==> src/rtl/ctrl_pkg.sv <==
// Shared definitions for the RV32 control pipeline: opcodes, encodings and
// the per-stage control bundles carried down the D->E->M->W registers.
package ctrl_pkg;

    // Main opcode field values (instruction bits [6:0])
    localparam logic [6:0] OP_LOAD   = 7'b0000011;
    localparam logic [6:0] OP_STORE  = 7'b0100011;
    localparam logic [6:0] OP_RTYPE  = 7'b0110011;
    localparam logic [6:0] OP_BRANCH = 7'b1100011;
    localparam logic [6:0] OP_IALU   = 7'b0010011;
    localparam logic [6:0] OP_JAL    = 7'b1101111;
    localparam logic [6:0] OP_JALR   = 7'b1100111;
    localparam logic [6:0] OP_LUI    = 7'b0110111;
    localparam logic [6:0] OP_AUIPC  = 7'b0010111;

    // ALU operation class handed to the ALU decoder
    typedef enum logic [1:0] {
        ALUOP_ADD   = 2'b00,
        ALUOP_SUB   = 2'b01,
        ALUOP_FUNCT = 2'b10,
        ALUOP_PASSB = 2'b11
    } aluop_e;

    // Immediate format select for the immediate generator
    typedef enum logic [2:0] {
        IMM_I = 3'b000,
        IMM_S = 3'b001,
        IMM_B = 3'b010,
        IMM_J = 3'b011,
        IMM_U = 3'b100
    } immsrc_e;

    // Writeback result select
    typedef enum logic [1:0] {
        RES_ALU = 2'b00,
        RES_MEM = 2'b01,
        RES_PC4 = 2'b10
    } resultsrc_e;

    // Full control bundle as it leaves Decode and sits in E
    typedef struct packed {
        logic       regWrite;
        logic       aluSrcA;
        logic       aluSrcB;
        logic       memWrite;
        resultsrc_e resultSrc;
        logic       branch;
        aluop_e     aluOp;
        logic       jump;
        logic       jalr;
        logic       illegal;
    } ctrl_t;

    // Subset of the bundle still needed once the ALU has been used
    typedef struct packed {
        logic       regWrite;
        logic       memWrite;
        resultsrc_e resultSrc;
        logic       illegal;
    } ctrl_m_t;

    // Subset of the bundle needed for register-file writeback
    typedef struct packed {
        logic       regWrite;
        resultsrc_e resultSrc;
        logic       illegal;
    } ctrl_w_t;

    localparam ctrl_t   CTRL_BUBBLE   = '0;
    localparam ctrl_m_t CTRL_M_BUBBLE = '0;
    localparam ctrl_w_t CTRL_W_BUBBLE = '0;

endpackage

==> src/rtl/ctrl_pipe_if.sv <==
// Bundle of the control pipeline's opcode input, hazard controls and the
// per-stage control outputs. The core side drives through master, the
// control pipeline itself connects through slave.
interface ctrl_pipe_if #(
    parameter int CNT_W = 8
);
    logic [6:0]       op_d;
    logic             stall_e;
    logic             flush_e;

    logic [2:0]       immsrc_d;
    logic             illegal_d;

    logic             regwrite_e;
    logic             memwrite_e;
    logic             branch_e;
    logic             jump_e;
    logic             jalr_e;
    logic             alusrca_e;
    logic             alusrcb_e;
    logic             illegal_e;
    logic [1:0]       resultsrc_e;
    logic [1:0]       aluop_e;

    logic             regwrite_m;
    logic             memwrite_m;
    logic [1:0]       resultsrc_m;

    logic             regwrite_w;
    logic             illegal_w;
    logic [1:0]       resultsrc_w;

    logic [CNT_W-1:0] illegal_cnt;

    modport master (
        output op_d, stall_e, flush_e,
        input  immsrc_d, illegal_d,
        input  regwrite_e, memwrite_e, branch_e, jump_e, jalr_e,
        input  alusrca_e, alusrcb_e, illegal_e, resultsrc_e, aluop_e,
        input  regwrite_m, memwrite_m, resultsrc_m,
        input  regwrite_w, illegal_w, resultsrc_w,
        input  illegal_cnt
    );

    modport slave (
        input  op_d, stall_e, flush_e,
        output immsrc_d, illegal_d,
        output regwrite_e, memwrite_e, branch_e, jump_e, jalr_e,
        output alusrca_e, alusrcb_e, illegal_e, resultsrc_e, aluop_e,
        output regwrite_m, memwrite_m, resultsrc_m,
        output regwrite_w, illegal_w, resultsrc_w,
        output illegal_cnt
    );

endinterface

==> src/rtl/ctrl_decode.sv <==
// Purely combinational main-opcode decoder for the Decode stage.
// Unknown opcodes, and the extended opcodes when EXT_OPS is 0, produce an
// all-zero bundle with only the illegal flag raised.
module ctrl_decode
    import ctrl_pkg::*;
#(
    parameter int EXT_OPS = 1
) (
    input  logic [6:0] op_i,
    output ctrl_t      ctrl_o,
    output immsrc_e    immSrc_o
);

    // Map the opcode onto its control bundle, defaulting everything to zero
    always_comb begin
        ctrl_o   = CTRL_BUBBLE;
        immSrc_o = IMM_I;
        case (op_i)
            OP_LOAD: begin
                ctrl_o.regWrite  = 1'b1;
                ctrl_o.aluSrcB   = 1'b1;
                ctrl_o.resultSrc = RES_MEM;
            end
            OP_STORE: begin
                immSrc_o         = IMM_S;
                ctrl_o.aluSrcB   = 1'b1;
                ctrl_o.memWrite  = 1'b1;
            end
            OP_RTYPE: begin
                ctrl_o.regWrite  = 1'b1;
                ctrl_o.aluOp     = ALUOP_FUNCT;
            end
            OP_BRANCH: begin
                immSrc_o         = IMM_B;
                ctrl_o.branch    = 1'b1;
                ctrl_o.aluOp     = ALUOP_SUB;
            end
            OP_IALU: begin
                ctrl_o.regWrite  = 1'b1;
                ctrl_o.aluSrcB   = 1'b1;
                ctrl_o.aluOp     = ALUOP_FUNCT;
            end
            OP_JAL: begin
                immSrc_o         = IMM_J;
                ctrl_o.regWrite  = 1'b1;
                ctrl_o.resultSrc = RES_PC4;
                ctrl_o.jump      = 1'b1;
            end
            OP_JALR: begin
                if (EXT_OPS != 0) begin
                    ctrl_o.regWrite  = 1'b1;
                    ctrl_o.aluSrcB   = 1'b1;
                    ctrl_o.resultSrc = RES_PC4;
                    ctrl_o.jump      = 1'b1;
                    ctrl_o.jalr      = 1'b1;
                end else begin
                    ctrl_o.illegal   = 1'b1;
                end
            end
            OP_LUI: begin
                if (EXT_OPS != 0) begin
                    immSrc_o         = IMM_U;
                    ctrl_o.regWrite  = 1'b1;
                    ctrl_o.aluSrcB   = 1'b1;
                    ctrl_o.aluOp     = ALUOP_PASSB;
                end else begin
                    ctrl_o.illegal   = 1'b1;
                end
            end
            OP_AUIPC: begin
                if (EXT_OPS != 0) begin
                    immSrc_o         = IMM_U;
                    ctrl_o.regWrite  = 1'b1;
                    ctrl_o.aluSrcA   = 1'b1;
                    ctrl_o.aluSrcB   = 1'b1;
                end else begin
                    ctrl_o.illegal   = 1'b1;
                end
            end
            default: begin
                ctrl_o.illegal = 1'b1;
            end
        endcase
    end

endmodule

==> src/rtl/ctrl_pipe.sv <==
// Control unit for the pipelined RV32 core: decodes the opcode in D and
// carries the control bundle through the E, M and W registers, honouring
// the hazard unit's stall/flush, and counts illegal instructions reaching W.
module ctrl_pipe
    import ctrl_pkg::*;
#(
    parameter int EXT_OPS = 1,
    parameter int CNT_W   = 8
) (
    input  logic         clk,
    input  logic         reset,
    ctrl_pipe_if.slave   bus
);

    localparam logic [CNT_W-1:0] CNT_MAX = '1;
    localparam logic [CNT_W-1:0] CNT_ONE = CNT_W'(1);

    ctrl_t            decodeCtrl;
    immsrc_e          decodeImm;

    ctrl_t            ctrlE_d, ctrlE_q;
    ctrl_m_t          ctrlM_d, ctrlM_q;
    ctrl_w_t          ctrlW_d, ctrlW_q;
    logic [CNT_W-1:0] illegalCnt_d, illegalCnt_q;

    ctrl_decode #(
        .EXT_OPS (EXT_OPS)
    ) uDecode (
        .op_i     (bus.op_d),
        .ctrl_o   (decodeCtrl),
        .immSrc_o (decodeImm)
    );

    // Next-state for every stage: flush beats stall in E, a stalled E sends
    // a bubble into M, W always follows M, counter saturates instead of wrapping
    always_comb begin
        ctrlE_d = decodeCtrl;
        if (bus.flush_e) begin
            ctrlE_d = CTRL_BUBBLE;
        end else if (bus.stall_e) begin
            ctrlE_d = ctrlE_q;
        end

        ctrlM_d = CTRL_M_BUBBLE;
        if (!bus.stall_e) begin
            ctrlM_d.regWrite  = ctrlE_q.regWrite;
            ctrlM_d.memWrite  = ctrlE_q.memWrite;
            ctrlM_d.resultSrc = ctrlE_q.resultSrc;
            ctrlM_d.illegal   = ctrlE_q.illegal;
        end

        ctrlW_d.regWrite  = ctrlM_q.regWrite;
        ctrlW_d.resultSrc = ctrlM_q.resultSrc;
        ctrlW_d.illegal   = ctrlM_q.illegal;

        illegalCnt_d = illegalCnt_q;
        if (ctrlM_q.illegal && (illegalCnt_q != CNT_MAX)) begin
            illegalCnt_d = illegalCnt_q + CNT_ONE;
        end
    end

    // Pipeline registers and counter; synchronous reset clears every stage at once
    always_ff @(posedge clk) begin
        if (reset) begin
            ctrlE_q      <= CTRL_BUBBLE;
            ctrlM_q      <= CTRL_M_BUBBLE;
            ctrlW_q      <= CTRL_W_BUBBLE;
            illegalCnt_q <= '0;
        end else begin
            ctrlE_q      <= ctrlE_d;
            ctrlM_q      <= ctrlM_d;
            ctrlW_q      <= ctrlW_d;
            illegalCnt_q <= illegalCnt_d;
        end
    end

    assign bus.immsrc_d    = decodeImm;
    assign bus.illegal_d   = decodeCtrl.illegal;

    assign bus.regwrite_e  = ctrlE_q.regWrite;
    assign bus.memwrite_e  = ctrlE_q.memWrite;
    assign bus.branch_e    = ctrlE_q.branch;
    assign bus.jump_e      = ctrlE_q.jump;
    assign bus.jalr_e      = ctrlE_q.jalr;
    assign bus.alusrca_e   = ctrlE_q.aluSrcA;
    assign bus.alusrcb_e   = ctrlE_q.aluSrcB;
    assign bus.illegal_e   = ctrlE_q.illegal;
    assign bus.resultsrc_e = ctrlE_q.resultSrc;
    assign bus.aluop_e     = ctrlE_q.aluOp;

    assign bus.regwrite_m  = ctrlM_q.regWrite;
    assign bus.memwrite_m  = ctrlM_q.memWrite;
    assign bus.resultsrc_m = ctrlM_q.resultSrc;

    assign bus.regwrite_w  = ctrlW_q.regWrite;
    assign bus.illegal_w   = ctrlW_q.illegal;
    assign bus.resultsrc_w = ctrlW_q.resultSrc;

    assign bus.illegal_cnt = illegalCnt_q;

endmodule

==> src/flat_wrapper.sv <==
// flat-port wrapper written by rule: the top's interface ports become plain ports
module ctrl_pipe_flat import ctrl_pkg::*;
#(
    parameter int EXT_OPS = 1,
    parameter int CNT_W   = 8
)
  (clk, reset, bus_op_d, bus_stall_e, bus_flush_e, bus_immsrc_d, bus_illegal_d, bus_regwrite_e, bus_memwrite_e, bus_branch_e, bus_jump_e, bus_jalr_e, bus_alusrca_e, bus_alusrcb_e, bus_illegal_e, bus_resultsrc_e, bus_aluop_e, bus_regwrite_m, bus_memwrite_m, bus_resultsrc_m, bus_regwrite_w, bus_illegal_w, bus_resultsrc_w, bus_illegal_cnt);
  ctrl_pipe_if #(.CNT_W(CNT_W)) bus_i ();
  input  logic clk;
  input  logic reset;
  input wire logic [$bits(bus_i.op_d)-1:0] bus_op_d;
  input wire logic [$bits(bus_i.stall_e)-1:0] bus_stall_e;
  input wire logic [$bits(bus_i.flush_e)-1:0] bus_flush_e;
  output wire logic [$bits(bus_i.immsrc_d)-1:0] bus_immsrc_d;
  output wire logic [$bits(bus_i.illegal_d)-1:0] bus_illegal_d;
  output wire logic [$bits(bus_i.regwrite_e)-1:0] bus_regwrite_e;
  output wire logic [$bits(bus_i.memwrite_e)-1:0] bus_memwrite_e;
  output wire logic [$bits(bus_i.branch_e)-1:0] bus_branch_e;
  output wire logic [$bits(bus_i.jump_e)-1:0] bus_jump_e;
  output wire logic [$bits(bus_i.jalr_e)-1:0] bus_jalr_e;
  output wire logic [$bits(bus_i.alusrca_e)-1:0] bus_alusrca_e;
  output wire logic [$bits(bus_i.alusrcb_e)-1:0] bus_alusrcb_e;
  output wire logic [$bits(bus_i.illegal_e)-1:0] bus_illegal_e;
  output wire logic [$bits(bus_i.resultsrc_e)-1:0] bus_resultsrc_e;
  output wire logic [$bits(bus_i.aluop_e)-1:0] bus_aluop_e;
  output wire logic [$bits(bus_i.regwrite_m)-1:0] bus_regwrite_m;
  output wire logic [$bits(bus_i.memwrite_m)-1:0] bus_memwrite_m;
  output wire logic [$bits(bus_i.resultsrc_m)-1:0] bus_resultsrc_m;
  output wire logic [$bits(bus_i.regwrite_w)-1:0] bus_regwrite_w;
  output wire logic [$bits(bus_i.illegal_w)-1:0] bus_illegal_w;
  output wire logic [$bits(bus_i.resultsrc_w)-1:0] bus_resultsrc_w;
  output wire logic [$bits(bus_i.illegal_cnt)-1:0] bus_illegal_cnt;
  assign bus_i.op_d = bus_op_d;
  assign bus_i.stall_e = bus_stall_e;
  assign bus_i.flush_e = bus_flush_e;
  assign bus_immsrc_d = bus_i.immsrc_d;
  assign bus_illegal_d = bus_i.illegal_d;
  assign bus_regwrite_e = bus_i.regwrite_e;
  assign bus_memwrite_e = bus_i.memwrite_e;
  assign bus_branch_e = bus_i.branch_e;
  assign bus_jump_e = bus_i.jump_e;
  assign bus_jalr_e = bus_i.jalr_e;
  assign bus_alusrca_e = bus_i.alusrca_e;
  assign bus_alusrcb_e = bus_i.alusrcb_e;
  assign bus_illegal_e = bus_i.illegal_e;
  assign bus_resultsrc_e = bus_i.resultsrc_e;
  assign bus_aluop_e = bus_i.aluop_e;
  assign bus_regwrite_m = bus_i.regwrite_m;
  assign bus_memwrite_m = bus_i.memwrite_m;
  assign bus_resultsrc_m = bus_i.resultsrc_m;
  assign bus_regwrite_w = bus_i.regwrite_w;
  assign bus_illegal_w = bus_i.illegal_w;
  assign bus_resultsrc_w = bus_i.resultsrc_w;
  assign bus_illegal_cnt = bus_i.illegal_cnt;
  ctrl_pipe #(.EXT_OPS(EXT_OPS), .CNT_W(CNT_W)) u_core (.clk(clk), .reset(reset), .bus(bus_i));
endmodule
==> config.mk <==
export PLATFORM = sky130hd
export DESIGN_NAME = ctrl_pipe_flat
export DESIGN_NICKNAME = d
export VERILOG_FILES = /design/src/rtl/ctrl_pkg.sv /design/src/rtl/ctrl_pipe_if.sv /design/src/rtl/ctrl_decode.sv /design/src/rtl/ctrl_pipe.sv /design/src/flat_wrapper.sv
export SDC_FILE = /design/constraint.sdc
export NUM_CORES = 1
export LEC_CHECK = 0
export CAP_MARGIN = 40
export CORE_MARGIN = 3
export CORE_UTILIZATION = 48
export DETAILED_ROUTE_END_ITERATION = 7
export PLACE_DENSITY = 0.91
export RECOVER_POWER = 100
export REMOVE_ABC_BUFFERS = 1
export SLEW_MARGIN = 40
export SYNTH_ARGS = -nofsm -noshare
export SYNTH_HDL_FRONTEND = slang
export SYNTH_SLANG_ARGS = --single-unit
==> constraint.sdc <==
create_clock -name clk -period 3.8 [get_ports clk]
set_input_delay 0.57 -clock clk [delete_from_list [all_inputs] [get_ports clk]]
set_output_delay 0.57 -clock clk [all_outputs]
set_load 0.02 [all_outputs]
; Word level (Yosys, flattened, before mapping)
; Cells that the tools add are included.
[word_totals]
register_bits = 29
in_bits = 11
out_inout_bits = 32
word_cells = 49
[op_classes]
addsub = 1
muxes = 11
n_reduce_logical = 9
n_eq_ne = 10
[ops]
columns = cell, count
row1 = == test 7 x 6 -> 1 bit (second input constant), 3
row2 = == test 7 bit (second input constant), 3
row3 = == test 7 x 5 -> 1 bit (second input constant), 2
row4 = case mux 3 bit (4 select lines), 1
row5 = OR reduction 2 bit, 5
row6 = OR reduction 9 bit, 1
row7 = adder 8 x 1 -> 8 bit (second input constant), 1
row8 = 2-to-1 mux 1 bit, 8
row9 = inequality test 8 bit (second input constant), 1
row10 = == test 7 x 2 -> 1 bit (second input constant), 1
row11 = OR reduction 7 bit, 1
row12 = case mux 2 bit (3 select lines), 1
row13 = OR reduction 6 bit, 1
row14 = case mux 2 bit (2 select lines), 1
row15 = logical AND 1 bit, 1

; Logic depth before layout (Yosys ltp)
[logic_depth]
depth_word = 3
mapped_depth = 5
ltp_nobuf = 5

; Cells and area by module
; Synthesis repeated with hierarchy kept, for this count alone.
[hier_totals]
hier_cells = 149
hier_area_um2 = 1317.5
[modules_own_cells]
columns = mod, instances, seq_area_each_um2, area_each_um2, cells_each
row1 = ctrl_pipe, 1, 580.6, 1108.6, 111
row2 = ctrl_decode, 1, 0.0, 209.0, 38

; Worst setup path after synthesis
; No wires, ideal clock.
[synth_timing]
path_type = input to output
from = input port bus_op_d[4]
to = output port bus_immsrc_d[0]
path_stages = 4
path_slack_ns = 1.578
required_ns = 3.230
path_buffers = 1
arrival_time_ns = 1.652
path_cell_list = clkbuf_2 > nor2b_4 > or4b_1 > o21ai_1
[synth_between]
elab_chain_len = 3
word_cells_on_any_way = 7
cone_classes = 5 x eq/ne / 1 x mux / 1 x reduce/logical
[synth_rtl]
columns = item, line
row1 = start: declaration, flat_wrapper.sv:11  ; input wire logic [$bits(bus_i.op_d)-1:0] bus_op_d;
row2 = == test 7 x 5 -> 1 bit / == test 7 x 6 -> 1 bit (equally long branches), ctrl_decode.sv:18  ; case (op_i)
row3 = OR reduction 2 bit (no source line), n/a
row4 = case mux 3 bit (4 select lines) *, ctrl_decode.sv:18
row5 = end: declaration, flat_wrapper.sv:14  ; output wire logic [$bits(bus_i.immsrc_d)-1:0] bus_immsrc_d;
; Mark *: on every way between the ends. The rest lies on a longest branch, timed or not.

; Final worst setup path
[layout_timing]
from = input port bus_op_d[5]
to = output port bus_immsrc_d[0]
; Same word-level chain as after synthesis.

==> results_dict.tcl <==
set metrics [dict create \
    synth_edf_count 0 \
    row_count 17 \
    drv_cap 0 \
    place.gp.congestion 0.922 \
    viasPerCell 5.70 \
    grt_pass1_wl_um 4770 \
    min_path_type "register to register" \
    synthArstFlopShare_pct 0 \
    n_antenna_cell 0 \
    slew_headroom_pct 53.0 \
    finalHoldViolations 0 \
    ys_seq_area_share_pct 46.0 \
    grt_max_degree 23 \
    period_needed_ns 3.27 \
    netlist.area_leader.share_pct 46.0 \
    start_util_pct 53.9 \
    first_pass_iters 4 \
    maxSlewViolCount 0 \
    synth_warnings 0 \
    dpl.cell_count 205 \
    grt-ovfl-total 0 \
    r2r_end "u_core.bus.illegal_cnt[1]$_SDFFE_PP0P_" \
    yosysTopAreaCell "dfxtp_1" \
    cp-endpoint "bus_immsrc_d[0]" \
    status "finished clean" \
    antenna_left 0 \
    power_frac_seq_pct 49.7 \
    worst_slew_pin_slew_ns 0.703 \
    grt_usage_pct 18.8 \
    synth_area_per_cell_um2 8.76 \
    coreArea_um2 2340 \
    cts_tree "yes" \
    vias 1214 \
    leakagePower_nw 0.750 \
    cts_resized 0 \
    wirelength_um 2840 \
    powerDensity_nw_per_um2 352 \
    ios 43 \
    wl_per_cell_um 13.3 \
    cts_max_path_buffers 2 \
    p_comb_share_pct 7.9 \
    clk_latency_ns 0.33 \
    fin_skew_ns 0.00302 \
    finalCritPeriodShare_pct 86.0 \
    hpwl_um 2050 \
    grt_pass1_vias 1155 \
    fmaxAchievable_mhz 306 \
    setup_viol 0 \
    drive_gt1_share_pct 5.41 \
    peakVddDrop_mv 0.319 \
    worstPathArrival_ns 2.70 \
    setup_tns_ns 0 \
    syn_inst 144 \
    swShare_pct 21.7 \
    required_ns 3.23 \
    pwr-share-clk_pct 42.4 \
    crit_fanout 7 \
    criticalPathCategory "input port to output pin" \
    antenna_found_initial 0 \
    cp-end-kind "output pin" \
    cts_made_buffers 5 \
    post_synth_num_cell_types 39 \
    synth-main-ff-cell "dfxtp_1" \
    syn_area_um2 1260 \
    die_x_um 57.3 \
    intPower_uw 483 \
    drt_iter0_markers 30 \
    layout.cells.non_filler 213 \
    timing.rr.start "u_core.bus.illegal_cnt[0]$_SDFFE_PP0P_" \
    cp-start-kind "input port" \
    fill_cells 173 \
    crit_start "bus_op_d[5]" \
    die_h_um 57.3 \
    cts_sinks 29 \
    p_total_uw 617 \
    reg2regPathDepth 5 \
    final_cell_mix "34 x dlygate4sd3_1, 29 x dfxtp_1, 17 x nor2_1, 15 x nand2_1, 9 x a21oi_1" \
    drc_errors 0 \
    clockRootBuffer "clkbuf_4" \
    cts_setup_buffers 0 \
    clkTransAtPathRegs_ns 0.09 \
    netSwitchingPower_uw 134 \
    ys_ff_latch 29 \
    cts.htree.levels 2 \
    nNetsFinal 196 \
    postCtsHoldBufs 0 \
    final_common_cell "dlygate4sd3_1" \
    dieArea_um2 3280 \
    rsz0062_at_grt "no" \
    synth.area.top_cells "dfxtp_1 46%, nor2_1 5.1%, nand2_1 4.5%" \
    port_buffers 42 \
    reg2reg_slack_ns 2.07 \
    area_delta_synth_final_pct 39.1 \
]
Yosys cell counts (all sizes together), types with 2 or more instances:
cell,n
dfxtp,29
nor2,17
nand2,15
a21oi,9
clkbuf,6
nor2b,6
inv,5
nor3,5
nand3,4
nand4,4
o21ai,4
xor2,4
and2,3
buf,3
mux2i,3
nand4b,3
a221oi,2
a22oi,2
and3,2
and4,2
and4bb,2
or2,2
per-layer routing:
layer  vias to the layer above  GRT usage (%)  part of all wire, %
met5                         -              0                    0
met3                        13           7.47                  9.5
met1                       563           19.7                   41
met2                        58           31.2                   45
li1                        580              -                    -
met4                         0           12.3                  3.6
worst max-delay path, cell delays in order:
cell	delay, ns
clkdlybuf4s50_1	0.60
nor2b_4	0.25
or4b_1	0.46
o21ai_1	0.14
dlygate4sd3_1	0.68
stage by stage:
stage	util [%]	hold slack (ns)	cell area, um2	setup slack, ns
after floorplan	-	0.486	1210	1.73
after global placement	71.3	0.441	1670	0.661
after detailed placement	71.3	0.449	1670	0.610
after CTS	75.0	0.465	1750	0.600
after global routing	75.0	0.487	1750	0.479
final	75.0	0.460	1750	0.530
sequential cells by signal (all words and copies together) (netlist names):
name,count
u_core.bus.memwrite_e,1
u_core.bus.aluop_e,2
u_core.bus.memwrite_m,1
u_core.bus.illegal_cnt,8
u_core.bus.resultsrc_m,2
u_core.bus.alusrcb_e,1
u_core.bus.jalr_e,1
u_core.bus.jump_e,1
u_core.bus.alusrca_e,1
u_core.bus.resultsrc_w,2
u_core.bus.regwrite_e,1
u_core.ctrlM_q,1
u_core.bus.illegal_e,1
u_core.bus.regwrite_m,1
u_core.bus.resultsrc_e,2
u_core.bus.branch_e,1
u_core.bus.regwrite_w,1
u_core.bus.illegal_w,1
layout make-up:
| cell class | instances | area, um2 | area share [%] |
|---|---|---|---|
| clock buffers | 7 | 55.1 | 3.14 |
| clock inverters | 1 | 30.0 | 1.71 |
| inverters | 5 | 18.8 | 1.07 |
| multi-input cells | 101 | 614 | 35.0 |
| flip-flops and latches | 29 | 581 | 33.1 |
| well taps | 28 | 35.0 | 2.00 |
| repair buffers | 42 | 420 | 24.0 |
worst min-delay path by stage:
stage	from	end	slack [ns]	depth (start not counted)
6_report	u_core.bus.resultsrc_m[0]$_SDFF_PP0_	u_core.bus.resultsrc_w[0]$_SDFF_PP0_	0.46	1
5_1_grt	u_core.bus.branch_e$_SDFFE_PP0N_	u_core.bus.branch_e$_SDFFE_PP0N_	0.49	2
4_1_cts	u_core.bus.aluop_e[1]$_SDFFE_PP0N_	u_core.bus.aluop_e[1]$_SDFFE_PP0N_	0.46	2
3_5_place_dp	u_core.bus.aluop_e[1]$_SDFFE_PP0N_	u_core.bus.aluop_e[1]$_SDFFE_PP0N_	0.45	2
3_3_place_gp	u_core.bus.aluop_e[1]$_SDFFE_PP0N_	u_core.bus.aluop_e[1]$_SDFFE_PP0N_	0.44	2
2_1_floorplan	u_core.ctrlM_q[0]$_SDFF_PP0_	u_core.bus.illegal_w$_SDFF_PP0_	0.49	1
cells by family (layout without fill, tap and decap cells):
family          count (synthesis)  after routing  share of synthesized area (%)
fa+ha+maj                       1              1                          0.992
flops                          29             29                           46.0
mux                             3              3                           2.38
compound gates                 24             24                           12.6
xor+xnor                        4              4                           2.78
simple gates                   69             69                           30.0
buf+inv                        14             55                           5.26
power groups by stage:
stage | combinational, mW | sequential [mW] | clock [mW]
3_3_place_gp | 0.0480 | 0.314 | 0
6_report | 0.0486 | 0.307 | 0.261
4_1_cts | 0.0499 | 0.307 | 0.268
5_1_grt | 0.0528 | 0.307 | 0.282
3_5_place_dp | 0.0497 | 0.314 | 0
2_1_floorplan | 0.0174 | 0.316 | 0
No activity file was read; power rests on OpenSTA's default activity.
